`config.mk`:
```
export PLATFORM = sky130hd
export DESIGN_NAME = im_loader
export DESIGN_NICKNAME = d
export VERILOG_FILES = /design/src/rtl/im_loader.sv
export SDC_FILE = /design/constraint.sdc
export NUM_CORES = 1
export LEC_CHECK = 0
export BUFFER_PORTS_ARGS = -buffer_cell sky130_fd_sc_hd__buf_2
export CORE_UTILIZATION = 50
export CTS_BUF_LIST = sky130_fd_sc_hd__clkbuf_4 sky130_fd_sc_hd__clkbuf_8
export DETAILED_ROUTE_END_ITERATION = 8
export PLACE_DENSITY = 0.86
export SYNTH_ARGS = -nofsm -noshare
export SYNTH_HDL_FRONTEND = slang
export SYNTH_SLANG_ARGS = --single-unit
```
`constraint.sdc`:
```
create_clock -name clk -period 2.3 [get_ports clk]
set_clock_uncertainty 0.05 [all_clocks]
set_input_delay 0.115 -clock clk [delete_from_list [all_inputs] [get_ports clk]]
set_output_delay 0.115 -clock clk [all_outputs]
set_load 0.01 [all_outputs]
```
`src/rtl/im_loader.sv`:
```
// Byte-stream program loader: length-prefixed big-endian words into IM.
// Optional trailing XOR checksum byte when IM_LOADER_CHECKSUM_EN is defined.
module im_loader #(
  parameter int                    WORD_WIDTH = 32,
  parameter int                    ADDR_WIDTH = 32,
  parameter logic [ADDR_WIDTH-1:0] BASE_ADDR  = '0,
  parameter int                    MAX_WORDS  = 1024
) (
  input  logic                  clk,
  input  logic                  rst,
  input  logic                  start,
  input  logic [7:0]            in_data,
  input  logic                  in_valid,
  output logic                  in_ready,
  output logic                  im_we,
  output logic [ADDR_WIDTH-1:0] im_addr,
  output logic [WORD_WIDTH-1:0] im_wdata,
  output logic                  cpu_hold,
  output logic                  done,
  output logic                  err,
  output logic [15:0]           words_loaded
);

  localparam int NB = WORD_WIDTH / 8;
  localparam int IW = (NB > 1) ? $clog2(NB) : 1;

  typedef enum logic [2:0] {
    S_IDLE,
    S_LEN_HI,
    S_LEN_LO,
    S_DATA,
    S_WRITE,
    S_DONE,
    S_ERR
`ifdef IM_LOADER_CHECKSUM_EN
    , S_CHK
`endif
  } state_t;

`ifdef IM_LOADER_CHECKSUM_EN
  localparam state_t S_FIN = S_CHK;
`else
  localparam state_t S_FIN = S_DONE;
`endif

  state_t                  state_q, state_d;
  logic [15:0]             n_q, n_d;
  logic [IW-1:0]           idx_q, idx_d;
  logic [WORD_WIDTH-1:0]   word_q, word_d;
  logic [15:0]             wl_q, wl_d;
  logic                    in_ready_q, in_ready_d;
  logic                    im_we_q, im_we_d;
  logic [ADDR_WIDTH-1:0]   im_addr_q, im_addr_d;
  logic [WORD_WIDTH-1:0]   im_wdata_q, im_wdata_d;
  logic                    cpu_hold_q, cpu_hold_d;
  logic                    done_q, done_d;
  logic                    err_q, err_d;
  logic                    xfer;
  logic [15:0]             len;
`ifdef IM_LOADER_CHECKSUM_EN
  logic [7:0]              xor_q, xor_d;
`endif

  assign xfer = in_valid && in_ready_q;
  assign len  = {n_q[15:8], in_data};

  always_comb begin
    state_d    = state_q;
    n_d        = n_q;
    idx_d      = idx_q;
    word_d     = word_q;
    wl_d       = wl_q;
    im_we_d    = 1'b0;
    im_addr_d  = im_addr_q;
    im_wdata_d = im_wdata_q;
`ifdef IM_LOADER_CHECKSUM_EN
    xor_d      = xor_q;
`endif
    unique case (state_q)
      S_IDLE, S_DONE, S_ERR: begin
        if (start) begin
          state_d = S_LEN_HI;
          n_d     = '0;
          idx_d   = '0;
          wl_d    = '0;
`ifdef IM_LOADER_CHECKSUM_EN
          xor_d   = '0;
`endif
        end
      end
      S_LEN_HI: begin
        if (xfer) begin
          n_d     = {in_data, n_q[7:0]};
          state_d = S_LEN_LO;
        end
      end
      S_LEN_LO: begin
        if (xfer) begin
          n_d = len;
          if (len == 16'd0)
            state_d = S_FIN;
          else if (int'(len) > MAX_WORDS)
            state_d = S_ERR;
          else
            state_d = S_DATA;
        end
      end
      S_DATA: begin
        if (xfer) begin
          // first byte of the stream lands in the most significant lane
          word_d[8*(NB-1-int'(idx_q)) +: 8] = in_data;
`ifdef IM_LOADER_CHECKSUM_EN
          xor_d = xor_q ^ in_data;
`endif
          if (idx_q == IW'(NB-1)) begin
            idx_d      = '0;
            state_d    = S_WRITE;
            im_we_d    = 1'b1;
            im_addr_d  = BASE_ADDR + (ADDR_WIDTH'(wl_q) << 2);
            im_wdata_d = word_d;
          end else begin
            idx_d = idx_q + 1'b1;
          end
        end
      end
      S_WRITE: begin
        wl_d    = wl_q + 16'd1;
        state_d = (wl_d == n_q) ? S_FIN : S_DATA;
      end
`ifdef IM_LOADER_CHECKSUM_EN
      S_CHK: begin
        if (xfer)
          state_d = (in_data == xor_q) ? S_DONE : S_ERR;
      end
`endif
      default: state_d = S_IDLE;
    endcase

    in_ready_d = (state_d == S_LEN_HI) || (state_d == S_LEN_LO)
              || (state_d == S_DATA)
`ifdef IM_LOADER_CHECKSUM_EN
              || (state_d == S_CHK)
`endif
              ;
    done_d     = (state_d == S_DONE);
    err_d      = (state_d == S_ERR);
    cpu_hold_d = (state_d != S_DONE);
  end

  always_ff @(posedge clk) begin
    if (rst) begin
      state_q    <= S_IDLE;
      n_q        <= '0;
      idx_q      <= '0;
      word_q     <= '0;
      wl_q       <= '0;
      in_ready_q <= 1'b0;
      im_we_q    <= 1'b0;
      im_addr_q  <= BASE_ADDR;
      im_wdata_q <= '0;
      cpu_hold_q <= 1'b1;
      done_q     <= 1'b0;
      err_q      <= 1'b0;
`ifdef IM_LOADER_CHECKSUM_EN
      xor_q      <= '0;
`endif
    end else begin
      state_q    <= state_d;
      n_q        <= n_d;
      idx_q      <= idx_d;
      word_q     <= word_d;
      wl_q       <= wl_d;
      in_ready_q <= in_ready_d;
      im_we_q    <= im_we_d;
      im_addr_q  <= im_addr_d;
      im_wdata_q <= im_wdata_d;
      cpu_hold_q <= cpu_hold_d;
      done_q     <= done_d;
      err_q      <= err_d;
`ifdef IM_LOADER_CHECKSUM_EN
      xor_q      <= xor_d;
`endif
    end
  end

  assign in_ready     = in_ready_q;
  assign im_we        = im_we_q;
  assign im_addr      = im_addr_q;
  assign im_wdata     = im_wdata_q;
  assign cpu_hold     = cpu_hold_q;
  assign done         = done_q;
  assign err          = err_q;
  assign words_loaded = wl_q;

endmodule

```
# Word level (Yosys, flattened, before mapping)
# Cells that the tools add are included.
[op_classes] shifts=2 n_lt_le_gt_ge=1 muxes=20 eq_ne=18 addsub=4 n_reduce_logical=17 n_bitwise=4
[op_table] operator="$pmux 16 s3" count=1
[op_table] operator="$neg 6->33" count=1
[op_table] operator="$shift 8x33->32 const A" count=1
[op_table] operator="$shiftx 8x33->32" count=1
[op_table] operator="$bwmux 32" count=1
[op_table] operator="$mux 16" count=2
[op_table] operator="$pmux 16 s2" count=1
[op_table] operator="$mux 3" count=8
[op_table] operator="$add 16x1->16 const B" count=1
[op_table] operator="$eq 16x16->1" count=1
[op_table] operator="$gt 16x11->1 const B" count=1
[op_table] operator="$logic_not 16->1" count=1
[op_table] operator="$eq 3x3->1 const B" count=5
[op_table] operator="$pmux 3 s5" count=1
[op_table] operator="$eq 3x2->1 const B" count=4
[op_table] operator="$mux 8" count=1
[op_table] operator="$ne 2x2->1 const B" count=4
[op_table] operator="$reduce_and 4->1" count=2
[op_table] operator="$reduce_bool 2->1" count=4
[op_table] operator="$eq 3x1->1 const B" count=2
[op_table] operator="$mux 2" count=3
[op_table] operator="$reduce_and 3->1" count=2
[op_table] operator="$reduce_or 3->1" count=2
[op_table] operator="$not 1->1" count=4
[op_table] operator="10 further kinds" count=12
[totals] out_inout_bits=85 ff_bits=122 in_bits=12

# Logic depth before layout (Yosys ltp)
# Gate-level depths: netlist of the first run.
[depth] ltp_word=8 mapped_depth=8

# Worst setup path before layout of the first run
# OpenSTA, ideal clock, no wires.
[synth_timing] kind="flip-flop to flip-flop" startpoint="reg wl_q[1] (netlist: words_loaded[1])" endpoint="reg cpu_hold_q (netlist: cpu_hold)" stages_incl_launch_ff=8 n_path_buf=0 t_required_ps=2126 arrival_ps=2235 path_slack_ps=-109 cell_sequence="dfxtp_1 > ha_1 > nand4_1 > nor4_1 > xnor2_1 > a221oi_2 > nand4_2 > a2111o_1"
[synth_via] elab_chain_cells=5
[synth_rtl] element="start: declaration" line="50" rtl="logic [15:0] wl_q, wl_d;"
[synth_rtl] element="start signal: assignment" line="172" rtl="wl_q <= wl_d;"
[synth_rtl] element="$add 16x1->16" line="127" rtl="wl_d = wl_q + 16'd1;"
[synth_rtl] element="$eq 16x16->1" line="128" rtl="state_d = (wl_d == n_q) ? S_FIN : S_DATA;"
[synth_rtl] element="$mux 3" line="128"
[synth_rtl] element="$pmux 3 s5" line="79" rtl="unique case (state_q)"
[synth_rtl] element="$ne 3x3->1" line="147" rtl="cpu_hold_d = (state_d != S_DONE);"
[synth_rtl] element="end signal: assignment" line="177" rtl="cpu_hold_q <= cpu_hold_d;"
[synth_rtl] element="end: declaration" line="55" rtl="logic cpu_hold_q, cpu_hold_d;"
# Every way passes these cells.
# A chain may end at the register's enable or synchronous reset.

# Worst setup path after layout of the first run
[layout_timing] startpoint="reg wl_q[0] (netlist: words_loaded[0])" endpoint="reg cpu_hold_q (netlist: cpu_hold)"
# Same word-level chain as after synthesis.

==> results of run 1 <==
## cells in the final DEF (no fill, tap or decap), types with 10 or more instances in the layout
cell type and count:
nor2b_1 24, o21ai_0 11, inv_1 10, clkbuf_8 20
nand2_1 72, a21oi_1 89, conb_1 16, xnor2_1 17
nor2_1 86, dfxtp_1 113, a211oi_1 52, nand3_1 13
nand3b_1 27, buf_4 48, buf_2 79
## worst register-to-register path, delay by kind of cell (launching register included)
kind	cells	cell delay, ps
simple gates	4	830
compound gates	2	500
buf+inv	3	430
flops	1	360
## per-layer routing
layer / routed length [um] / share of wire / track usage
met5: 0 / 0 / 0
met4: 512 / 0.033 / 0.134
met3: 1110 / 0.071 / 0.0669
met2: 7430 / 0.48 / 0.436
met1: 6530 / 0.42 / 0.333
## stage by stage
stage | power, mW | instances
after floorplan | 2.37 | 704
after global placement | 2.43 | 907
after detailed placement | 2.43 | 907
after CTS | 4.60 | 940
after global routing | 4.73 | 944
final | 4.59 | 944
## where the power goes
part           internal, mW  switching, mW
combinational        0.0872          0.172
sequential             2.12         0.0187
clock                  1.28          0.914
total                  3.49           1.10
## state kept, by name, indices dropped and copies added, names as in the netlist, 2 cells and up
signal,count
state_q,3
words_loaded,16
im_wdata,32
n_q,16
idx_q,2
im_addr,16
word_q,32
## timing repair
action,in CTS,in global routing
buffers inserted,0,4
hold buffers,1,0
pin swaps,0,3
resized for setup,2,27
hold endpoints to repair,2,0
setup endpoints to repair,3,11
## kinds of logic (layout without fill, tap and decap cells)
kind of cell / after synthesis / after routing
muxes: 2 / 2
and+or+nand+nor: 270 / 270
xor gates and xnor gates: 26 / 26
other: 1 / 17
AOI/OAI and AO/OA: 190 / 190
buffers and inverters: 72 / 171
DFF: 122 / 122
adders and majority gates: 6 / 6
## final timing paths
check / end / slack [ps] / cells after the start
worst max register to register: cpu_hold / 10 / 9
worst min-delay path: word_q[17] / 70 / 4
worst max-delay path: cpu_hold / 10 / 9
worst min register to register: im_wdata[18] / 400 / 2
## final cells by class
cell class                      count  area (sq um)
Antenna cell                        1          2.50
Clock inverter                     12           186
Tap cell                          140           175
Fill cell                         904          4050
Sequential cell                   122          2450
Multi-Input combinational cell    510          3020
Clock buffer                       20           275
Inverter                           10          37.5
Timing Repair Buffer              129           786
==> results.md, run 1 <==
- 1st-iter DRT viols: between 500 and 600
- CP endpoint kind: register
- CP top delay family: simple AND/OR/NAND/NOR gates
- F_max: 437 MHz
- Via density: between 5 and 6
- Drt pass-1 iters: 5
- Number of global-route vias before repair: 4970
- Max-cap viol count: 0
- Proportion of synthesized area in mux cells: 0.00351
- Mapped Avg Cell Area: around 8.3 sq um
- WL final: between 15000 and 20000 um
- RSZ-0062 raised after global routing: yes
- CTS tree: yes
- Layout Nets: 808
- Slew Limit Fails: 0
- Core ar.: 0.0110 sq mm
- Largest family of logic cells by synthesized area: simple AND/OR/NAND/NOR gates
- Adder-Cell Fraction of Synth Area: 0.0132
- Setup CP Type: register to register
- Slowest cell on the critical path: a2111o_1
- CTS clk-pin slew, worst paths: 80 ps
- Initial antenna violation count: 1
- Area Overhead vs Synth: 21.5%
- Vias: 5457
- Synth top area share: 0.428
- #FFs+latches synth: 122
- Largest cells by area after synthesis: dfxtp_1 (43%), a21oi_1 (7.9%), a211oi_1 (6.8%)
- Sequential cell area fraction in the yosys report: 0.428
- First-pass GRT wire length: 24400 um
- Clk buf depth: 2
- Slew headroom: 0.336
- Synth cell types: 53
- Xor and xnor fraction of the mapped netlist area: 0.0399
- Port Buf Inserts: 80
- Pre-CTS WS: -142 ps
- Die Y: approximately 110 um
- Hold Crit Class: primary input to register
- Pin count of the biggest net entering global routing: just over 70
- RD Place Congestion: 0.978
- Final WS setup: 11.6 ps
- Crit start category: register
- Post-route cell area: 0.00693 sq mm
- CP Max Fanout: 8
- Initial core utilization: 0.520
- Post-Synthesis Cells: 689
- TritonCTS Buffers: 17
- Synth Flop Type: dfxtp_1
- Fin crit share: 0.995
- R2R Path Start: words_loaded[0]
- Synth Cell Area: 0.00571 sq mm
- CP Data Arrival Time: 2570 ps
- Num rows: 38
- ANT nets after route: 0
- Synth Area in Compound Gates: 0.210
- Most common cell in the synthesized netlist: dfxtp_1
- Chip Width: 109 um
- Drt drc: 0
- CTS root buf: clkbuf_8
- P_leak: 2.65 nW
- Status: completed
- Async SR Flop Fraction: 0
- VDD IR-drop max: 0.555 mV
- Layout cells sized above 1: 0.245
- Global Route Usage Sum: 0.269
- Post-synth EDFFs: 0
- CP Launch Point: words_loaded[0]
- Worst-Margin Slew: 992 ps
- Worst skew pair latency: 450 ps
- H-tree Lvls: 4
- Critical path buffers and inverters: 3
- Hold slack: 72.9 ps
- Minimum clock period after layout: 2290 ps
- Most instantiated cells after synthesis: dfxtp_1 (122), a21oi_1 (90), nor2_1 (90)
- Simple-gate share of the synthesized area: 0.231
- Final HPWL DP: 10200 um
- CTS sink count: 122
- Synth area leader: dfxtp_1
- Fin util: 0.631
- Largest stage delay on the critical path: roughly 410 ps
- IO Pins: 97
- Worst Path Required: 2580 ps
- Final hold vios: 0
- Endpoints failing setup: 0
- DIE AREA: 0.0118 sq mm
- Critical Path, Cell by Cell: buf_4 -> nand4_1 -> nor3_2 -> buf_4 -> buf_4 -> nand3_1 -> o221ai_2 -> nand4_2 -> a2111o_1
- Avg WL per Cell: 16.5 um
- Most frequent CP cell: buf_4
- Setup TNS Final: 0 ps
- Hold Path Origin: in_data[1]
- Grt total ovfl: 0
- PwrDens: roughly 660 mW/mm^2
- Synth warn: 0
- Placed Area: 0.00632 sq mm
No activity file was read; power rests on OpenSTA's default activity.
==> run 2: changes to the inputs <==
ABC_AREA = 1   (was default)
CORE_MARGIN = 4   (was default)
==> results.md, run 2 <==
- Mapped Avg Cell Area: 7.41 sq um (-11%)
- Critical path buffers and inverters: 2 (-1)
- 1st-iter DRT viols: 637 (+14%)
- #FFs+latches synth: 122 (unchanged)
- Async SR Flop Fraction: 0 (unchanged)
- Chip Width: 115 um (+5.5%)
- Num rows: 38 (unchanged)
- Layout cells sized above 1: 0.190 (-0.0552)
- Minimum clock period after layout: 2100 ps (-187 ps)
- RSZ-0062 raised after global routing: no
- Area Overhead vs Synth: 16.8%
- Fin util: 0.607 (-0.0246)
- Worst Path Required: 2590 ps (about the same)
- Pre-CTS WS: 223 ps (+365 ps)
- Pint: 3.30 mW (-5.5%)
- Fill count: 962 (+6.4%)
- Synth Cell Area: 0.00570 sq mm (about the same)
- TritonCTS Buffers: 17 (unchanged)
- Synth Area in Compound Gates: 0.222 (+0.0117)
- Total power: 4.46 mW (-3.0%)
- Post-route cell area: 0.00666 sq mm (-3.9%)
- Final WS setup: 199 ps (+187 ps)
- Initial core utilization: 0.519 (about the same)
- Worst skew pair latency: 440 ps (about the same)
- Fin crit share: 0.914 (-0.0814)
- F_max: 476 MHz (+8.9%)
- Most common cell after layout, fill and taps aside: nand2_1
- Simple-gate share of the synthesized area: 0.224 (-0.00779)
- Inst Count DP: 969 (+6.8%)
- Final hold vios: 0 (unchanged)
- Port Buf Inserts: 80 (unchanged)
- Met1 usage: 0.306 (-0.0271)
- CP Data Arrival Time: 2390 ps (-180 ps)
- Setup CP Type: register to register
- Most instantiated cells after synthesis: nand2_1 (123), dfxtp_1 (122), a21oi_1 (92)
- Proportion of synthesized area in mux cells: 0 (-0.00351)
- Sequential cell area fraction in the yosys report: 0.428 (about the same)
- DIE AREA: 0.0132 sq mm (+11%)
- Setup Fix Bufs, Post-CTS: 0 (unchanged)
- Logic gate share of total power: 0.104 (+0.048)
- WL final: 14900 um (-4.3%)
- Clk pwr share: 0.405 (-0.072)
- Avg WL per Cell: 14.8 um (-10%)
- CTS tree: yes
- Max-cap viol count: 0 (unchanged)
- Die Y: 115 um (+5.5%)
- CP top delay family: flip-flops
- Most common cell in the synthesized netlist: nand2_1
- Drt pass-1 iters: 6 (+1)
- Slew Limit Fails: 0 (unchanged)
- Synth area leader: dfxtp_1
- Layout Nets: 874 (+8.2%)
- Initial antenna violation count: 0 (-1)
- Largest stage delay on the critical path: 520 ps (+110 ps)
- Most frequent CP cell: inv_1
- PwrDens: 669 mW/mm^2 (+0.95%)
- Pin count of the biggest net entering global routing: 57 (-21%)
- Xor and xnor fraction of the mapped netlist area: 0.00877 (-0.0311)
- Adder-Cell Fraction of Synth Area: 0.0132 (about the same)
- Largest family of logic cells by synthesized area: simple AND/OR/NAND/NOR gates
- Via density: 5.40 (-6.5%)
- Synth Flop Type: dfxtp_1
- Sw Share: 0.260 (+0.0195)
- Slew headroom: 0.635 (+0.299)
- VDD IR-drop max: 0.457 mV (-18%)
- CP Max Fanout: 10 (+2)
- Hold Crit Class: primary input to register
- Met2 Track Usage GR: 0.360 (-0.0753)
- Critical Path, Cell by Cell: inv_1 -> ha_1 -> inv_1 -> nand4_1 -> o22ai_1 -> nor2_1 -> a211oi_1
- Drt drc: 0 (unchanged)
- Synth warn: 0 (unchanged)
- CP endpoint kind: register
- CTS root buf: clkbuf_8
- Clk buf depth: 2 (unchanged)
- Status: completed
- ANT nets after route: 0 (unchanged)
- RD Place Congestion: 0.923 (-5.6%)
- Crit start category: register
- CTS clk-pin slew, worst paths: 70 ps (about the same)
- Post-Synthesis Cells: 770 (+12%)
- Setup TNS Final: 0 ps (unchanged)
- Post-synth EDFFs: 0 (unchanged)
- Synth cell types: 39 (-26%)
- IO Pins: 97 (unchanged)
- Worst-Margin Slew: 545 ps (-446 ps)
- Non-filler cells, final: 1008 (+6.8%)
- Hold slack: 16.6 ps (-56.3 ps)
- Endpoints failing setup: 0 (unchanged)
- Core ar.: 0.0110 sq mm (unchanged)
- Grt total ovfl: 0 (unchanged)
- Placed Area: 0.00620 sq mm (-2.0%)
- CTS sink count: 122 (unchanged)
- First-pass GRT wire length: 24200 um (-0.96%)
- P_leak: 2.94 nW (+11%)
- Slowest cell on the critical path: dfxtp_1
- H-tree Lvls: 4 (unchanged)
- Most frequent cells in the layout: nand2_1 (123), dfxtp_1 (119), a21oi_1 (92)
- Vias: 5447 (-0.18%)
- Synth top area share: 0.428 (about the same)
- Final HPWL DP: 10800 um (+6.1%)
- N_diodes: 0 (-1)
- Psw: 1.16 mW (+4.9%)
- Largest cells by area after synthesis: dfxtp_1 (43%), nand2_1 (8.1%), a21oi_1 (8.1%)
- Met3 GRT Util: 0.0584 (-0.00852)
- Number of global-route vias before repair: 4977 (+0.14%)
- Busiest grt layer: met2
- Reg power frac: 0.492 (+0.026)
- Global Route Usage Sum: 0.231 (-0.0388)
==> run 2: cell count changes in the layout (fill, tap and decap cells not counted), moves of 22 or more <==
cell / before / now
buf_4: 48 / 14
nor2b_1: 24 / 0
o21ai_0: 11 / 73
nand3_1: 13 / 43
a211oi_1: 52 / 19
nand2_1: 72 / 123
inv_1: 10 / 80
nor2_1: 86 / 58
nand3b_1: 27 / 5
==> run 2: layout make-up <==
cell class                      count  area, sq um  share of cell area
Sequential cell                   122         2450               0.367
Tap cell                          140          175              0.0263
Clock buffer                       24          312              0.0468
Clock inverter                      7         66.3             0.00995
Timing Repair Buffer              103          606              0.0909
Inverter                           88          330              0.0496
Multi-Input combinational cell    524         2730               0.409
==> run 2: path summary, 6_finish.rpt <==
path | slack [ps] | cells after the start | from | endpoint
setup / recovery | 200 | 7 | idx_q[0] | word_q[2]
hold / removal | 20 | 4 | start | idx_q[0]
setup reg to reg | 200 | 7 | idx_q[0] | word_q[2]
hold reg to reg | 410 | 2 | word_q[6] | word_q[6]
==> run 2: timing repair <==
item,in CTS,in global routing
endpoints found under the setup margin,0,3
hold endpoints to repair,16,0
gates resized for setup,0,4
hold buffers,8,0
==> run 2: kinds of logic after synthesis <==
| family | count (synthesis) |
|---|---|
| compound gates | 223 |
| other cells | 1 |
| fa+ha+maj | 6 |
| buf+inv | 139 |
| simple gates | 275 |
| xor+xnor | 4 |
| flops | 122 |
==> run 2: routing by layer <==
metal,share of wire,up-vias
met5,0,-
met4,0.028,0
met3,0.079,40
met2,0.46,210
met1,0.44,2460
li1,-,2737
==> run 2: worst min-delay path, cell delays in order <==
cell and delay (ps):
buf_2 110, nand2_1 100, nand3_1 80, a21oi_1 60
==> run 2: power by group through the flow <==
stage	sequential, mW	clock (mW)	combinational (mW)
2_1_floorplan	2.23	0	0.350
3_3_place_gp	2.24	0	0.438
3_5_place_dp	2.24	0	0.444
4_1_cts	2.19	1.82	0.457
5_1_grt	2.20	1.92	0.525
6_report	2.19	1.80	0.463
